`src/rtl/nrisc_pkg.sv`:
```
// Shared encodings for the nRisc memory arbiter: FSM states, access owner, counter sizing.
package nrisc_pkg;
  localparam int LAT_MAX = 7;
  localparam int CNT_W   = $clog2(LAT_MAX + 1);

  typedef enum logic [1:0] {
    IDLE  = 2'd0,
    ISSUE = 2'd1,
    WAIT  = 2'd2,
    RESP  = 2'd3
  } state_t;

  typedef enum logic {
    OWN_IF = 1'b0,
    OWN_DM = 1'b1
  } owner_t;
endpackage

```
`src/rtl/nrisc_mem_arbiter_if.sv`:
```
// Bus bundle between the nRisc core (fetch + data ports), the arbiter and the shared memory.
interface nrisc_mem_arbiter_if #(
  parameter int W_ADDR = 8,
  parameter int W_DATA = 8
);
  logic              if_req;
  logic [W_ADDR-1:0] if_addr;
  logic [W_DATA-1:0] if_rdata;
  logic              if_valid;
  logic              dm_rd;
  logic              dm_wr;
  logic [W_ADDR-1:0] dm_addr;
  logic [W_DATA-1:0] dm_wdata;
  logic [W_DATA-1:0] dm_rdata;
  logic              dm_done;
  logic              encerra;
  logic              halted;
  logic              stall;
  logic              proto_err;
  logic              mem_en;
  logic              mem_we;
  logic [W_ADDR-1:0] mem_addr;
  logic [W_DATA-1:0] mem_wdata;
  logic [W_DATA-1:0] mem_rdata;

  modport slave (
    input  if_req, if_addr, dm_rd, dm_wr, dm_addr, dm_wdata, encerra, mem_rdata,
    output if_rdata, if_valid, dm_rdata, dm_done, halted, stall, proto_err,
           mem_en, mem_we, mem_addr, mem_wdata
  );

  modport master (
    output if_req, if_addr, dm_rd, dm_wr, dm_addr, dm_wdata, encerra, mem_rdata,
    input  if_rdata, if_valid, dm_rdata, dm_done, halted, stall, proto_err,
           mem_en, mem_we, mem_addr, mem_wdata
  );
endinterface

```
`src/rtl/nrisc_lat_counter.sv`:
```
// Read-latency counter: load to 1 on issue, count while waiting, flag when LAT is reached.
module nrisc_lat_counter
  import nrisc_pkg::*;
#(
  parameter int LAT = 1
) (
  input  logic clock,
  input  logic reset_n,
  input  logic load,
  input  logic inc,
  output logic term
);
  logic [CNT_W-1:0] cnt;

  // Holding at the terminal value keeps LAT_MAX from wrapping the 3-bit count.
  always_ff @(posedge clock or negedge reset_n) begin
    if (!reset_n)          cnt <= '0;
    else if (load)         cnt <= CNT_W'(1);
    else if (inc && !term) cnt <= cnt + CNT_W'(1);
  end

  assign term = (cnt == CNT_W'(LAT));
endmodule

```
`src/rtl/nrisc_mem_arbiter.sv`:
```
// Single-port memory arbiter for nRisc: data access beats instruction fetch, one access in flight.
module nrisc_mem_arbiter
  import nrisc_pkg::*;
#(
  parameter int LAT    = 1,
  parameter int W_ADDR = 8,
  parameter int W_DATA = 8
) (
  input logic                clock,
  input logic                reset_n,
  nrisc_mem_arbiter_if.slave bus
);
  state_t            state, stateNxt;
  owner_t            owner;
  logic              latWe;
  logic [W_ADDR-1:0] latAddr;
  logic [W_DATA-1:0] latWdata, ifRdata, dmRdata;
  logic              protoErr, term, dmReq;
  logic              grant, cntLoad, cntInc, capture;

  assign dmReq = bus.dm_rd | bus.dm_wr;

  nrisc_lat_counter #(.LAT(LAT)) uCnt (
    .clock  (clock),
    .reset_n(reset_n),
    .load   (cntLoad),
    .inc    (cntInc),
    .term   (term)
  );

  always_ff @(posedge clock or negedge reset_n) begin
    if (!reset_n) state <= IDLE;
    else          state <= stateNxt;
  end

  always_comb begin
    stateNxt = state;
    grant    = 1'b0;
    cntLoad  = 1'b0;
    cntInc   = 1'b0;
    capture  = 1'b0;
    case (state)
      IDLE: if (dmReq || (bus.if_req && !bus.encerra)) begin
        grant    = 1'b1;
        stateNxt = ISSUE;
      end
      ISSUE: begin
        cntLoad  = 1'b1;
        stateNxt = WAIT;
      end
      WAIT: begin
        cntInc = 1'b1;
        if (term) begin
          capture  = 1'b1;
          stateNxt = RESP;
        end
      end
      RESP:    stateNxt = IDLE;
      default: stateNxt = IDLE;
    endcase
  end

  // Requester inputs are sampled only at grant; later changes are ignored until RESP.
  always_ff @(posedge clock or negedge reset_n) begin
    if (!reset_n) begin
      owner    <= OWN_IF;
      latWe    <= 1'b0;
      latAddr  <= '0;
      latWdata <= '0;
      ifRdata  <= '0;
      dmRdata  <= '0;
      protoErr <= 1'b0;
    end else begin
      if (bus.dm_rd && bus.dm_wr) protoErr <= 1'b1;
      if (grant) begin
        owner    <= dmReq ? OWN_DM : OWN_IF;
        latWe    <= bus.dm_wr;
        latAddr  <= dmReq ? bus.dm_addr : bus.if_addr;
        latWdata <= dmReq ? bus.dm_wdata : '0;
      end
      if (capture) begin
        if (owner == OWN_IF) ifRdata <= bus.mem_rdata;
        else if (!latWe)     dmRdata <= bus.mem_rdata;
      end
    end
  end

  assign bus.mem_en    = (state == ISSUE);
  assign bus.mem_we    = (state == ISSUE) && latWe;
  assign bus.mem_addr  = latAddr;
  assign bus.mem_wdata = latWdata;
  assign bus.if_valid  = (state == RESP) && (owner == OWN_IF);
  assign bus.dm_done   = (state == RESP) && (owner == OWN_DM);
  assign bus.if_rdata  = ifRdata;
  assign bus.dm_rdata  = dmRdata;
  assign bus.proto_err = protoErr;
  assign bus.halted    = bus.encerra && (state == IDLE);
  assign bus.stall     = (bus.if_req | dmReq) & ~(bus.if_valid | bus.dm_done);
endmodule

```
`src/flat_wrapper.sv`:
```
// flat-port wrapper written by rule: the top's interface ports become plain ports
module nrisc_mem_arbiter_flat import nrisc_pkg::*;
#(
  parameter int LAT    = 1,
  parameter int W_ADDR = 8,
  parameter int W_DATA = 8
)
  (clock, reset_n, bus_if_req, bus_if_addr, bus_dm_rd, bus_dm_wr, bus_dm_addr, bus_dm_wdata, bus_encerra, bus_mem_rdata, bus_if_rdata, bus_if_valid, bus_dm_rdata, bus_dm_done, bus_halted, bus_stall, bus_proto_err, bus_mem_en, bus_mem_we, bus_mem_addr, bus_mem_wdata);
  nrisc_mem_arbiter_if #(.W_ADDR(W_ADDR), .W_DATA(W_DATA)) bus_i ();
  input logic clock;
  input logic reset_n;
  input wire logic [$bits(bus_i.if_req)-1:0] bus_if_req;
  input wire logic [$bits(bus_i.if_addr)-1:0] bus_if_addr;
  input wire logic [$bits(bus_i.dm_rd)-1:0] bus_dm_rd;
  input wire logic [$bits(bus_i.dm_wr)-1:0] bus_dm_wr;
  input wire logic [$bits(bus_i.dm_addr)-1:0] bus_dm_addr;
  input wire logic [$bits(bus_i.dm_wdata)-1:0] bus_dm_wdata;
  input wire logic [$bits(bus_i.encerra)-1:0] bus_encerra;
  input wire logic [$bits(bus_i.mem_rdata)-1:0] bus_mem_rdata;
  output wire logic [$bits(bus_i.if_rdata)-1:0] bus_if_rdata;
  output wire logic [$bits(bus_i.if_valid)-1:0] bus_if_valid;
  output wire logic [$bits(bus_i.dm_rdata)-1:0] bus_dm_rdata;
  output wire logic [$bits(bus_i.dm_done)-1:0] bus_dm_done;
  output wire logic [$bits(bus_i.halted)-1:0] bus_halted;
  output wire logic [$bits(bus_i.stall)-1:0] bus_stall;
  output wire logic [$bits(bus_i.proto_err)-1:0] bus_proto_err;
  output wire logic [$bits(bus_i.mem_en)-1:0] bus_mem_en;
  output wire logic [$bits(bus_i.mem_we)-1:0] bus_mem_we;
  output wire logic [$bits(bus_i.mem_addr)-1:0] bus_mem_addr;
  output wire logic [$bits(bus_i.mem_wdata)-1:0] bus_mem_wdata;
  assign bus_i.if_req = bus_if_req;
  assign bus_i.if_addr = bus_if_addr;
  assign bus_i.dm_rd = bus_dm_rd;
  assign bus_i.dm_wr = bus_dm_wr;
  assign bus_i.dm_addr = bus_dm_addr;
  assign bus_i.dm_wdata = bus_dm_wdata;
  assign bus_i.encerra = bus_encerra;
  assign bus_i.mem_rdata = bus_mem_rdata;
  assign bus_if_rdata = bus_i.if_rdata;
  assign bus_if_valid = bus_i.if_valid;
  assign bus_dm_rdata = bus_i.dm_rdata;
  assign bus_dm_done = bus_i.dm_done;
  assign bus_halted = bus_i.halted;
  assign bus_stall = bus_i.stall;
  assign bus_proto_err = bus_i.proto_err;
  assign bus_mem_en = bus_i.mem_en;
  assign bus_mem_we = bus_i.mem_we;
  assign bus_mem_addr = bus_i.mem_addr;
  assign bus_mem_wdata = bus_i.mem_wdata;
  nrisc_mem_arbiter #(.LAT(LAT), .W_ADDR(W_ADDR), .W_DATA(W_DATA)) u_core (.clock(clock), .reset_n(reset_n), .bus(bus_i));
endmodule
```
`config.mk`:
```
export PLATFORM = sky130hd
export DESIGN_NAME = nrisc_mem_arbiter_flat
export DESIGN_NICKNAME = d
export VERILOG_FILES = /design/src/rtl/nrisc_pkg.sv /design/src/rtl/nrisc_mem_arbiter_if.sv /design/src/rtl/nrisc_lat_counter.sv /design/src/rtl/nrisc_mem_arbiter.sv /design/src/flat_wrapper.sv
export SDC_FILE = /design/constraint.sdc
export NUM_CORES = 1
export LEC_CHECK = 0
export ABC_AREA = 0
export BUFFER_PORTS_ARGS = -buffer_cell sky130_fd_sc_hd__buf_2
export CAP_MARGIN = 0
export CORE_MARGIN = 8
export CORE_UTILIZATION = 51
export DETAILED_ROUTE_END_ITERATION = 8
export PLACE_DENSITY_LB_ADDON = 0.05
export SKIP_LAST_GASP = 1
export SLEW_MARGIN = 20
export SYNTH_ARGS = -nofsm -noshare
export SYNTH_HDL_FRONTEND = slang
export SYNTH_HIERARCHICAL = 1
export SYNTH_SLANG_ARGS = --single-unit
```
`constraint.sdc`:
```
create_clock -name clock -period 3.72 [get_ports clock]
set_input_delay 0.558 -clock clock [delete_from_list [all_inputs] [get_ports clock]]
set_output_delay 0.558 -clock clock [all_outputs]
set_load 0.02 [all_outputs]
```
# Word-level counts from Yosys, hierarchy flattened
# Cells that the tools add are included.
# Widths: inputs -> output; s select.
# op_classes
n_bitwise	7
add_sub_neg	1
mux	14
n_reduce_logical	15
eq_ne	6
# op_table
operator	count
$mux 8	2
$pmux 2 s4	1
$logic_and 1x1->1	7
$mux 1	7
$mux 3	2
$eq 2x2->1 const B	2
$mux 2	2
$reduce_and 2->1	2
$add 3x1->3 const B	1
$eq 3x1->1 const B	1
$not 1->1	3
$or 1x1->1	3
$reduce_and 3->1	1
$eq 2x1->1 const B	1
$logic_not 1->1	2
$logic_not 2->1	1
$ne 2x1->1 const B	1
$ne 2x2->1 const B	1
$reduce_bool 2->1	1
$and 1x1->1	1
$logic_or 1x1->1	1
# word_totals
reg_bits	40
in_bits	38

# Logic depth before layout (Yosys ltp)
# Gate-level depths: netlist of the first run.
# logic_depth
depth_word	5
ltp_mapped	6
mapped_depth_nobuf	6

# By module
# Netlist of the first run, hierarchy kept.
# by_module_without_submodules
mod	seq_area_each_um2	cells_each	n_inst	area_each_um2
nrisc_mem_arbiter	925.9	110	1	1671.6
nrisc_lat_counter	75.1	18	1	195.2

# Worst setup path after synthesis of the first run
# Ideal clock, no wire load.
# synth_timing
kind	reg2out
from	register u_core.state[1]
to	output port bus_mem_we
setup_slack_ns	2.030
n_path_buf	0
required_ns	3.162
path_stages_with_launch	4
arrival_ns	1.132
path_cell_list	dfrtp_1 -> inv_1 -> ha_1 -> and2_1
# synth_via
elab_chain_cells	2
# synth_rtl
element	line	rtl
from (decl)	nrisc_mem_arbiter.sv:13	state_t state, stateNxt;
from (signal assigned)	nrisc_mem_arbiter.sv:33	else state <= stateNxt;
$eq 2x1->1	--	
named net bus_mem_en	flat_wrapper.sv:27	output wire logic [$bits(bus_i.mem_en)-1:0] bus_mem_en;
$logic_and 1x1->1	nrisc_mem_arbiter.sv:89	assign bus.mem_we = (state == ISSUE) && latWe;
to (decl)	flat_wrapper.sv:28	output wire logic [$bits(bus_i.mem_we)-1:0] bus_mem_we;
# The timed path passes the listed nets, and every way through them passes these cells.

# Worst setup path in the final report of the first run
# layout_timing
from	register u_core.state[0]
to	output port bus_halted
# layout_via
elab_chain_cells	2
# layout_rtl
element	line	rtl
$logic_not 2->1	nrisc_mem_arbiter.sv:97	assign bus.halted = bus.encerra && (state == IDLE);
$logic_and 1x1->1	nrisc_mem_arbiter.sv:97	
to (decl)	flat_wrapper.sv:24	output wire logic [$bits(bus_i.halted)-1:0] bus_halted;
# No other way between the ends.

==> results of run 1 <==
## cell usage in the layout (no fill, tap or decap)
| cell type | instances |
|---|---|
| clkbuf_8 | 1 |
| or2_1 | 1 |
| nand2_1 | 1 |
| a22o_1 | 8 |
| clkbuf_4 | 5 |
| ha_1 | 8 |
| nor2_2 | 1 |
| a32oi_1 | 1 |
| o32a_1 | 1 |
| nand4b_2 | 1 |
| mux2_2 | 25 |
| buf_2 | 76 |
| a22o_2 | 1 |
| dfrtp_1 | 40 |
| and3_2 | 1 |
| clkinv_2 | 2 |
| nand3b_1 | 1 |
| nand2b_4 | 1 |
| inv_1 | 4 |
| a21o_2 | 1 |
| mux2i_1 | 2 |
| nor2b_1 | 2 |
| nor2_1 | 7 |
| a21bo_1 | 1 |
| and2_1 | 4 |
| nor2b_4 | 2 |
| a21o_1 | 1 |
| mux2_4 | 9 |
## power by group through the flow
stage / clock, uW / combinational (uW) / sequential, uW
2_1_floorplan: 0 / 521 / 981
3_3_place_gp: 0 / 1030 / 760
3_5_place_dp: 0 / 1060 / 776
4_1_cts: 232 / 1070 / 768
5_1_grt: 255 / 1120 / 800
6_report: 223 / 1040 / 768
## state kept, by name, summed over array words and instances (netlist names)
signal,count
u_core/state,2
u_core/bus.proto_err,1
u_core/bus.mem_addr,8
u_core/bus.dm_rdata,8
u_core/uCnt/cnt,3
u_core/bus.if_rdata,8
u_core/latWe,1
u_core/owner,1
u_core/bus.mem_wdata,8
## stage by stage
step	hold slack (ns)	cell area, um^2
floorplan	0.262	1870
global placement	0.443	2270
detailed placement	0.447	2270
CTS	0.339	2330
global route	0.369	2330
finish	0.329	2330
## final timing paths
| path | endpoint | slack [ns] | cells past startpoint |
|---|---|---|---|
| min in group clock | u_core/bus.mem_wdata[3]$_DFFE_PN0P_ | 0.44 | 2 |
| hold / removal | u_core/bus.mem_wdata[1]$_DFFE_PN0P_ | 0.33 | 1 |
| setup / recovery | bus_halted | 1.66 | 4 |
| max in group asynchronous | u_core/bus.dm_rdata[3]$_DFFE_PN0P_ | 2.85 | 1 |
| hold reg to reg | u_core/bus.proto_err$_DFFE_PN0P_ | 0.49 | 1 |
| setup reg to reg | u_core/bus.mem_addr[5]$_DFFE_PN0P_ | 1.73 | 4 |
## worst reg2reg max path, stage by stage, from the launching register on
cell and delay (ns):
dfrtp_1 0.44, inv_1 0.11, ha_1 0.28, a21bo_1 0.63, mux2_2 0.41
## logic make-up (layout without fill, tap and decap cells)
logic type / after synthesis / count (layout) / share of synthesized area, %
DFF: 40 / 40 / 53.6
muxes: 36 / 36 / 23.4
buffers and inverters: 8 / 88 / 2.81
adders and majority gates: 8 / 8 / 5.36
AOI/OAI and AO/OA: 14 / 14 / 6.70
and+or+nand+nor: 22 / 22 / 8.11
## metal layers
layer / track usage [%] / up-vias
li1: - / 606
met1: 14.7 / 630
met2: 24.5 / 37
met3: 5.78 / 4
met4: 5.19 / 0
met5: 0 / -
## area by class of cell
type	count	area, um^2	area share (%)
clock buffer	6	51.3	2.20
clock inverter	2	10.0	0.429
inverter	4	15.0	0.644
multi-input combinational	80	813	34.9
sequential	40	1000	42.9
tap	48	60.1	2.58
timing repair buffer	76	380	16.3
==> results by group, run 1 <==
Run status
  – Outcome: complete, no violations

Timing
  – Max-slew violation count: 0
  – RSZ-0062 raised after global routing: false
  – Worst-Margin Slew: a little under 0.9 ns
  – PnR worst setup slack: between 1.5 and 2 ns
  – Slew HR: 42.3%
  – Setup_tns: 0 ns
  – Max Clock Freq: just under 500 MHz
  – Fin crit period: around 2 ns
  – Period utilization: between 50% and 60%
  – Setup violators final: 0
  – Clock skew: approximately 0.0067 ns
  – Final hold violation count: 0

Worst setup path
  – CP max stage delay: approximately 0.45 ns
  – Worst EP arrival: around 1.5 ns
  – Crit-path slowest cell: dfrtp_1
  – Critical path type: flop to primary output
  – WP buf/inv: 2
  – Crit-path cells: inv_1, ha_1, and2_1, buf_2
  – Cell family with most CP delay: flip-flops
  – CP Data Required Time: approximately 3.2 ns
  – Launch point of the critical path: u_core/state[0]$_DFFE_PN0P_
  – CP Launch Type: flop
  – Reg-to-Reg Start: u_core/state[0]$_DFFE_PN0P_
  – Worst setup EP type: primary output
  – CP max FO: 6

Clock tree
  – H-tree Lvls: 2
  – Latest clock arrival within the worst-skew pair: between 0.3 and 0.4 ns
  – CTS clk-pin slew, worst paths: between 0.1 and 0.15 ns
  – Clock net sink count: 40
  – Clk buf depth: 2
  – CTS tree: yes
  – CTS root buf: clkbuf_4
  – Postcts setup bufs: 0
  – Cts bufs inserted: 5
  – Hold-fix buffers, CTS: 0
  – Resize count post-CTS: 0

Hold path
  – Min-delay worst type: primary input to async pin

Pwr
  – Worst vdd ir: approximately 0.48 mV
  – Pwr Total: 2040 uW
  – Combinational group share of total power: approximately half
  – Flop pwr share: a little under two fifths
  – Sw frac: about two fifths
  – Pint: 1200 uW
  – Clock power share: approximately 11%
  – PD cells: about 870 nW/um^2
  – NetSw: roughly 840 uW
  – Leakage: about 0.0012 uW

Layout
  – Non-filler instance count after layout: between 200 and 300
  – Synth-to-layout area growth: 24.9%
  – Ant diodes: 0
  – Layout cells sized above 1: 60.6%
  – Core Util, Final: between 60% and 70%
  – Nets: around 250
  – Fillers: between 300 and 400

Logic synthesis
  – Yosys top cell by area: dfrtp_1
  – Main synth FF type: dfrtp_1
  – Post-synth EDFFs: 0
  – Synth cell count leaders: 40 x dfrtp_1, 25 x mux2_2, 9 x mux2_4, 8 x a22o_1, 8 x ha_1
  – Synthesized flop and latch total: 40
  – Unique cell type count in the Yosys netlist: 26
  – Seq/Total Area, Yosys: between 50% and 60%
  – Most frequent cell after synthesis: dfrtp_1
  – Syn Nets: between 150 and 200
  – Share of async-settable or async-resettable flops after synthesis: 100%
  – Yosys Warn Count: 6
  – Post-Synthesis Cells: ~130
  – Avg Inst Size Synth: approximately 15 um^2
  – Yosys top cell area share: 53.6%
  – Synth area leaders: dfrtp_1 54%, mux2_2 15%, mux2_4 7.2%
  – Cell Area, Synth: ~1900 um^2

Drt
  – Via density: ~5.0
  – Met1 wire length: ~1600 um
  – Initial DRC count: 32
  – Met3 wire len: about 290 um
  – Top Layer Used: met4
  – Final wirelength: around 4100 um
  – Drt wl/cell: between 15 and 20 um
  – First drt pass iteration count: 5
  – Via count: ~1300
  – Wire length on met2: about 2200 um
  – Drt drc: 0
  – Final antenna-violating net count: 0

Die
  – Die span in x: 76.5 um
  – I/O Pins: 77
  – Row count: 22
  – Die area: 5850 um^2
  – Core outline area: about 3600 um^2
  – Initial Util: a little over half
  – Die Ht: ~77 um

Global route
  – Grt ovf: 0
  – Vias in the first global route: 1413
  – Initial antenna violation count: 0
  – Total Routing Usage GR: roughly 14%
  – First-pass GRT wire length: 6700 um
  – Pin count of the biggest net entering global routing: between 40 and 50

Placed design
  – Gpl congestion: around 0.75
  – Placed cells: 248
  – Port bufs: 76
  – Pre-CTS setup slack: about 1.3 ns
  – Post-DP HPWL: 3250 um

Job
  – Max_cap viols: 0
Note: power is estimated with default switching activity, not from simulation.
==> inputs of run 2 (changes only) <==
- ABC_AREA: 0 -> 1
- CORE_UTILIZATION: 51 -> 48
- clock period: 3.72 -> 2 ns (I/O delays scaled with it)
==> results by group, run 2 <==
Logic synthesis
  – Synth cell count leaders: 108 x nand2_1, 40 x dfrtp_1, 22 x inv_1
  – Main synth FF type: dfrtp_1
  – Most frequent cell after synthesis: nand2_1
  – Avg Inst Size Synth: around 8.4 um^2
  – Unique cell type count in the Yosys netlist: 23
  – Yosys top cell by area: dfrtp_1
  – Share of async-settable or async-resettable flops after synthesis: between 90% and 100%
  – Largest family of logic cells by synthesized area: simple AND/OR/NAND/NOR gates
  – Syn Nets: ~280
  – Seq/Total Area, Yosys: 51.6%
  – Cell Area, Synth: a little under 2000 um^2
  – Mux cell area share after synthesis: 0%
  – Post-synth EDFFs: 0
  – Yosys top cell area share: around half
  – Synthesized flop and latch total: 40
  – Post-synthesis simple-gate area fraction: 29.1%
  – Post-synthesis compound-gate area fraction: 6.33%
  – Synth area leaders: dfrtp_1 52%, nand2_1 21%, ha_1 5.2%
  – Post-Synthesis Cells: 230
  – XOR/XNOR Fraction of Synth Area: 0%
  – Adder-cell share of the synthesized area: under 10%
  – Yosys Warn Count: 6

Drt
  – First drt pass iteration count: 4
  – Via density: about 4.5
  – Final antenna-violating net count: 0
  – Final wirelength: approximately 4300 um
  – Drt drc: 0
  – Initial DRC count: ~70
  – Via count: 1622
  – Drt wl/cell: between 10 and 15 um

Pwr
  – Combinational group share of total power: a little under half
  – NetSw: roughly 1800 uW
  – Flop pwr share: 35.1%
  – PD cells: between 1500 and 2000 nW/um^2
  – Clock power share: between 15 and 20%
  – Leakage: about 0.0015 uW
  – Sw frac: between 40% and 50%
  – Worst vdd ir: 0.687 mV
  – Pint: roughly 2300 uW

Worst setup path
  – Most used cell, CP: inv_1
  – CP max FO: 5
  – Critical path type: flop to primary output
  – CP Data Required Time: approximately 1.7 ns
  – WP buf/inv: 3
  – Worst setup EP type: primary output
  – Crit-path slowest cell: dfrtp_1
  – Crit-path cells: inv_1, ha_1, nand2_1, inv_1, buf_2
  – CP max stage delay: ~0.43 ns
  – Worst EP arrival: around 1.4 ns
  – Cell family with most CP delay: flip-flops
  – CP Launch Type: flop

Global route
  – Grt ovf: 0
  – Initial antenna violation count: 0
  – Total Routing Usage GR: 14.3%
  – Vias in the first global route: around 1600
  – Pin count of the biggest net entering global routing: 35
  – First-pass GRT wire length: ~7300 um

Timing
  – Fin Hold WS: between 0.07 and 0.08 ns
  – Max Clock Freq: around 570 MHz
  – RSZ-0062 raised after global routing: false
  – Setup_tns: 0 ns
  – Worst-Margin Slew: ~0.75 ns
  – Clock skew: roughly 0.004 ns
  – Period utilization: roughly 87%
  – Setup violators final: 0
  – Fin crit period: around 1.7 ns
  – Final hold violation count: 0
  – Max-slew violation count: 0
  – Slew HR: 50.0%

Die
  – Die span in x: between 70 and 80 um
  – I/O Pins: 77
  – Initial Util: ~50%
  – Die Ht: between 70 and 80 um
  – Die area: 6330 um^2
  – Core outline area: slightly below 4000 um^2
  – Row count: 23

Clock tree
  – Latest clock arrival within the worst-skew pair: between 0.2 and 0.3 ns
  – Postcts setup bufs: 0
  – CTS tree: yes
  – Resize count post-CTS: 0
  – Clock net sink count: 40
  – CTS root buf: clkbuf_8
  – H-tree Lvls: 2
  – CTS clk-pin slew, worst paths: approximately 0.080 ns
  – Cts bufs inserted: 5
  – Clk buf depth: 2
  – Hold-fix buffers, CTS: 0

Layout
  – Synth-to-layout area growth: 27.1%
  – Layout cells sized above 1: 35.5%
  – Ant diodes: 0
  – Nets: ~360
  – Commonest non-fill, non-tap cell in the layout: nand2_1
  – Commonest non-fill, non-tap cells in the layout: 108 x nand2_1, 76 x buf_2, 40 x dfrtp_1
  – Final Cell Area: ~2500 um^2

Placed design
  – Port bufs: 76
  – Dpl cell area: ~2300 um^2
  – Post-DP HPWL: between 3000 and 4000 um
  – Gpl congestion: about 0.72

Job
  – Max_cap viols: 0

Hold path
  – Min-delay worst type: primary input to async pin

Run status
  – Outcome: complete, no violations
-- run 2: power groups by stage --
stage               Clock, uW  Combinational [uW]  Sequential, uW
floorplan                   0                1000            1800
global placement            0                1930            1430
detailed placement          0                1960            1430
CTS                       718                1960            1420
global route              757                2150            1480
finish                    700                1920            1420
-- run 2: per-layer routing --
metal | vias up | GRT usage (%) | routed length [um]
met5 | - | 0 | 0
met4 | 0 | 3.89 | 41
met1 | 716 | 16.5 | 1870
met2 | 52 | 23.9 | 2020
li1 | 848 | - | -
met3 | 6 | 5.74 | 349
-- run 2: kinds of logic (layout without fill, tap and decap cells) --
family                     Yosys count  count (layout)
adders and majority gates            8               8
DFF                                 40              40
buffers and inverters               32             112
AOI/OAI and AO/OA                   18              18
and+or+nand+nor                    132             132
-- run 2: metrics by stage --
stage | utilization [%] | total power (uW) | std cells | worst slack (ns)
after floorplan | - | 2810 | 230 | 0.611
after global placement | 59.4 | 3360 | 352 | 0.472
after detailed placement | 59.4 | 3390 | 352 | 0.443
after CTS | 62.5 | 4100 | 360 | 0.226
after global routing | 62.5 | 4390 | 360 | 0.127
final | 62.5 | 4030 | 360 | 0.256
-- run 2: path summary, 6_finish.rpt --
check,startpoint,end,slack (ns),depth (start not counted)
hold reg to reg,u_core/bus.proto_err$_DFFE_PN0P_,u_core/bus.proto_err$_DFFE_PN0P_,0.46,1
setup reg to reg,u_core/state[0]$_DFFE_PN0P_,u_core/bus.dm_rdata[7]$_DFFE_PN0P_,0.46,7
hold / removal,reset_n,u_core/bus.if_rdata[4]$_DFFE_PN0P_,0.07,1
min in group clock,bus_dm_wdata[3],u_core/bus.mem_wdata[3]$_DFFE_PN0P_,0.20,3
setup / recovery,u_core/state[1]$_DFFE_PN0P_,bus_halted,0.26,5
max in group asynchronous,reset_n,u_core/bus.if_rdata[7]$_DFFE_PN0P_,1.34,2
-- run 2: cell type report --
type                    instances  area (um^2)
multi-input cells             158          786
fillers                       366         1480
repair buffers                 77          388
inverters                      27          105
clock buffers                   6         82.6
clock inverters                 2         38.8
flip-flops and latches         40         1000
well taps                      50         62.6
==> inputs of run 3 (changes only) <==
- CTS_CLUSTER_DIAMETER: default -> 150
- SETUP_SLACK_MARGIN: default -> 0.3
==> results by group, run 3 (synthesis gave the netlist of run 2 again) <==
Layout
  – Commonest non-fill, non-tap cell in the layout: nand2_1
  – Layout cells sized above 1: 36.5%
  – Nets: 355
  – Core Util, Final: 63.0%
  – Commonest non-fill, non-tap cells in the layout: 108 x nand2_1, 76 x buf_2, 40 x dfrtp_1
  – Ant diodes: 0
  – Synth-to-layout area growth: 28.1%

Timing
  – Max-slew violation count: 0
  – Setup violators final: 0
  – Period utilization: 82.2%
  – Worst-Margin Slew: approximately 0.75 ns
  – Fin crit period: 1.64 ns
  – Setup_tns: 0 ns
  – Final hold violation count: 0
  – Clock skew: a little over 0.004 ns
  – Max Clock Freq: a little over 600 MHz
  – RSZ-0062 raised after global routing: true
  – Slew HR: between 40% and 50%

Pwr
  – Worst vdd ir: around 0.7 mV
  – Flop pwr share: 34.9%
  – NetSw: around 1800 uW
  – Combinational group share of total power: a little under half
  – PD cells: roughly 1600 nW/um^2
  – Pint: between 2000 and 2500 uW
  – Clock power share: approximately 17%
  – Pwr Total: about 4100 uW
  – Sw frac: 44.2%
  – Leakage: about 0.0015 uW

Global route
  – Grt ovf: 0
  – First-pass GRT wire length: around 7300 um
  – Initial antenna violation count: 0
  – Vias in the first global route: roughly 1700
  – Pin count of the biggest net entering global routing: 35
  – Total Routing Usage GR: between 10% and 20%

Worst setup path
  – CP Launch Type: flop
  – Worst EP arrival: about 1.3 ns
  – Worst setup EP type: primary output
  – CP max FO: 5
  – Critical path type: flop to primary output
  – CP Data Required Time: around 1.7 ns

Clock tree
  – H-tree Lvls: 2
  – CTS clk-pin slew, worst paths: around 0.080 ns
  – Postcts setup bufs: 0
  – CTS tree: yes
  – Clk buf depth: 2
  – Cts bufs inserted: 5
  – CTS root buf: clkbuf_8
  – Latest clock arrival within the worst-skew pair: slightly below 0.3 ns
  – Clock net sink count: 40

Drt
  – Via count: 1630
  – Via density: 4.53
  – Final wirelength: approximately 4300 um
  – Initial DRC count: 67
  – First drt pass iteration count: 4
  – Drt drc: 0
  – Final antenna-violating net count: 0
  – Drt wl/cell: 12.0 um

Die
  – I/O Pins: 77
  – Initial Util: 49.2%
  – Die Ht: slightly below 80 um
  – Core outline area: approximately 3900 um^2
  – Die area: roughly 6300 um^2
  – Row count: 23
  – Die span in x: between 70 and 80 um

Hold path
  – Min-delay worst type: primary input to async pin

Placed design
  – Gpl congestion: approximately 0.72
  – Port bufs: 76
  – Post-DP HPWL: roughly 3300 um

Run status
  – Outcome: complete, no violations

Job
  – Max_cap viols: 0
## run 3: path summary, 6_finish.rpt
kind                                                   from  slack [ns]  cells past startpoint                             endpoint
min in group clock                          bus_dm_wdata[3]        0.20                      3  u_core/bus.mem_wdata[3]$_DFFE_PN0P_
setup reg to reg                u_core/state[0]$_DFFE_PN0P_        0.42                      7   u_core/bus.if_rdata[6]$_DFFE_PN0P_
max in group asynchronous                           reset_n        1.34                      2   u_core/bus.if_rdata[7]$_DFFE_PN0P_
hold reg to reg            u_core/bus.proto_err$_DFFE_PN0P_        0.46                      1     u_core/bus.proto_err$_DFFE_PN0P_
hold / removal                                      reset_n        0.07                      1   u_core/bus.if_rdata[4]$_DFFE_PN0P_
setup / recovery                u_core/state[0]$_DFFE_PN0P_        0.36                      5                           bus_halted
## run 3: power by group through the flow
| stage | clock, uW | sequential, uW | combinational, uW |
|---|---|---|---|
| 2_1_floorplan | 0 | 1800 | 1000 |
| 3_5_place_dp | 0 | 1430 | 1960 |
| 6_report | 700 | 1420 | 1960 |
| 3_3_place_gp | 0 | 1430 | 1930 |
| 4_1_cts | 718 | 1420 | 1980 |
| 5_1_grt | 757 | 1480 | 2190 |
## run 3: layer usage
layer	global-route usage, %	routed length, um	vias up
met5	0	0	-
met4	3.89	41	0
met2	24.0	2040	54
met1	16.3	1880	722
met3	5.74	350	6
li1	-	-	848
## run 3: metrics by stage
step	hold slack [ns]	std cells	setup slack (ns)	cell area, um^2
floorplan	0.00441	230	0.611	1940
global placement	0.416	352	0.472	2340
detailed placement	0.419	352	0.443	2340
CTS	0.0990	360	0.297	2480
global route	0.118	360	0.279	2480
finish	0.0711	360	0.357	2480
## run 3: critical path: stages, from the launching register on
cell	delay (ns)
dfrtp_1	0.43
inv_1	0.16
ha_4	0.20
nand2_1	0.06
inv_1	0.05
buf_2	0.15
## run 3: layout make-up
cell class	count	area (um^2)
repair buffers	77	388
multi-input cells	158	806
fillers	366	1460
clock inverters	2	38.8
well taps	50	62.6
flip-flops and latches	40	1000
inverters	27	105
clock buffers	6	82.6
## run 3: timing repair
action	CTS	global route
setup endpoints to repair	1	10
gates resized for setup	2	3
gates cloned	0	0
hold buffers	0	0
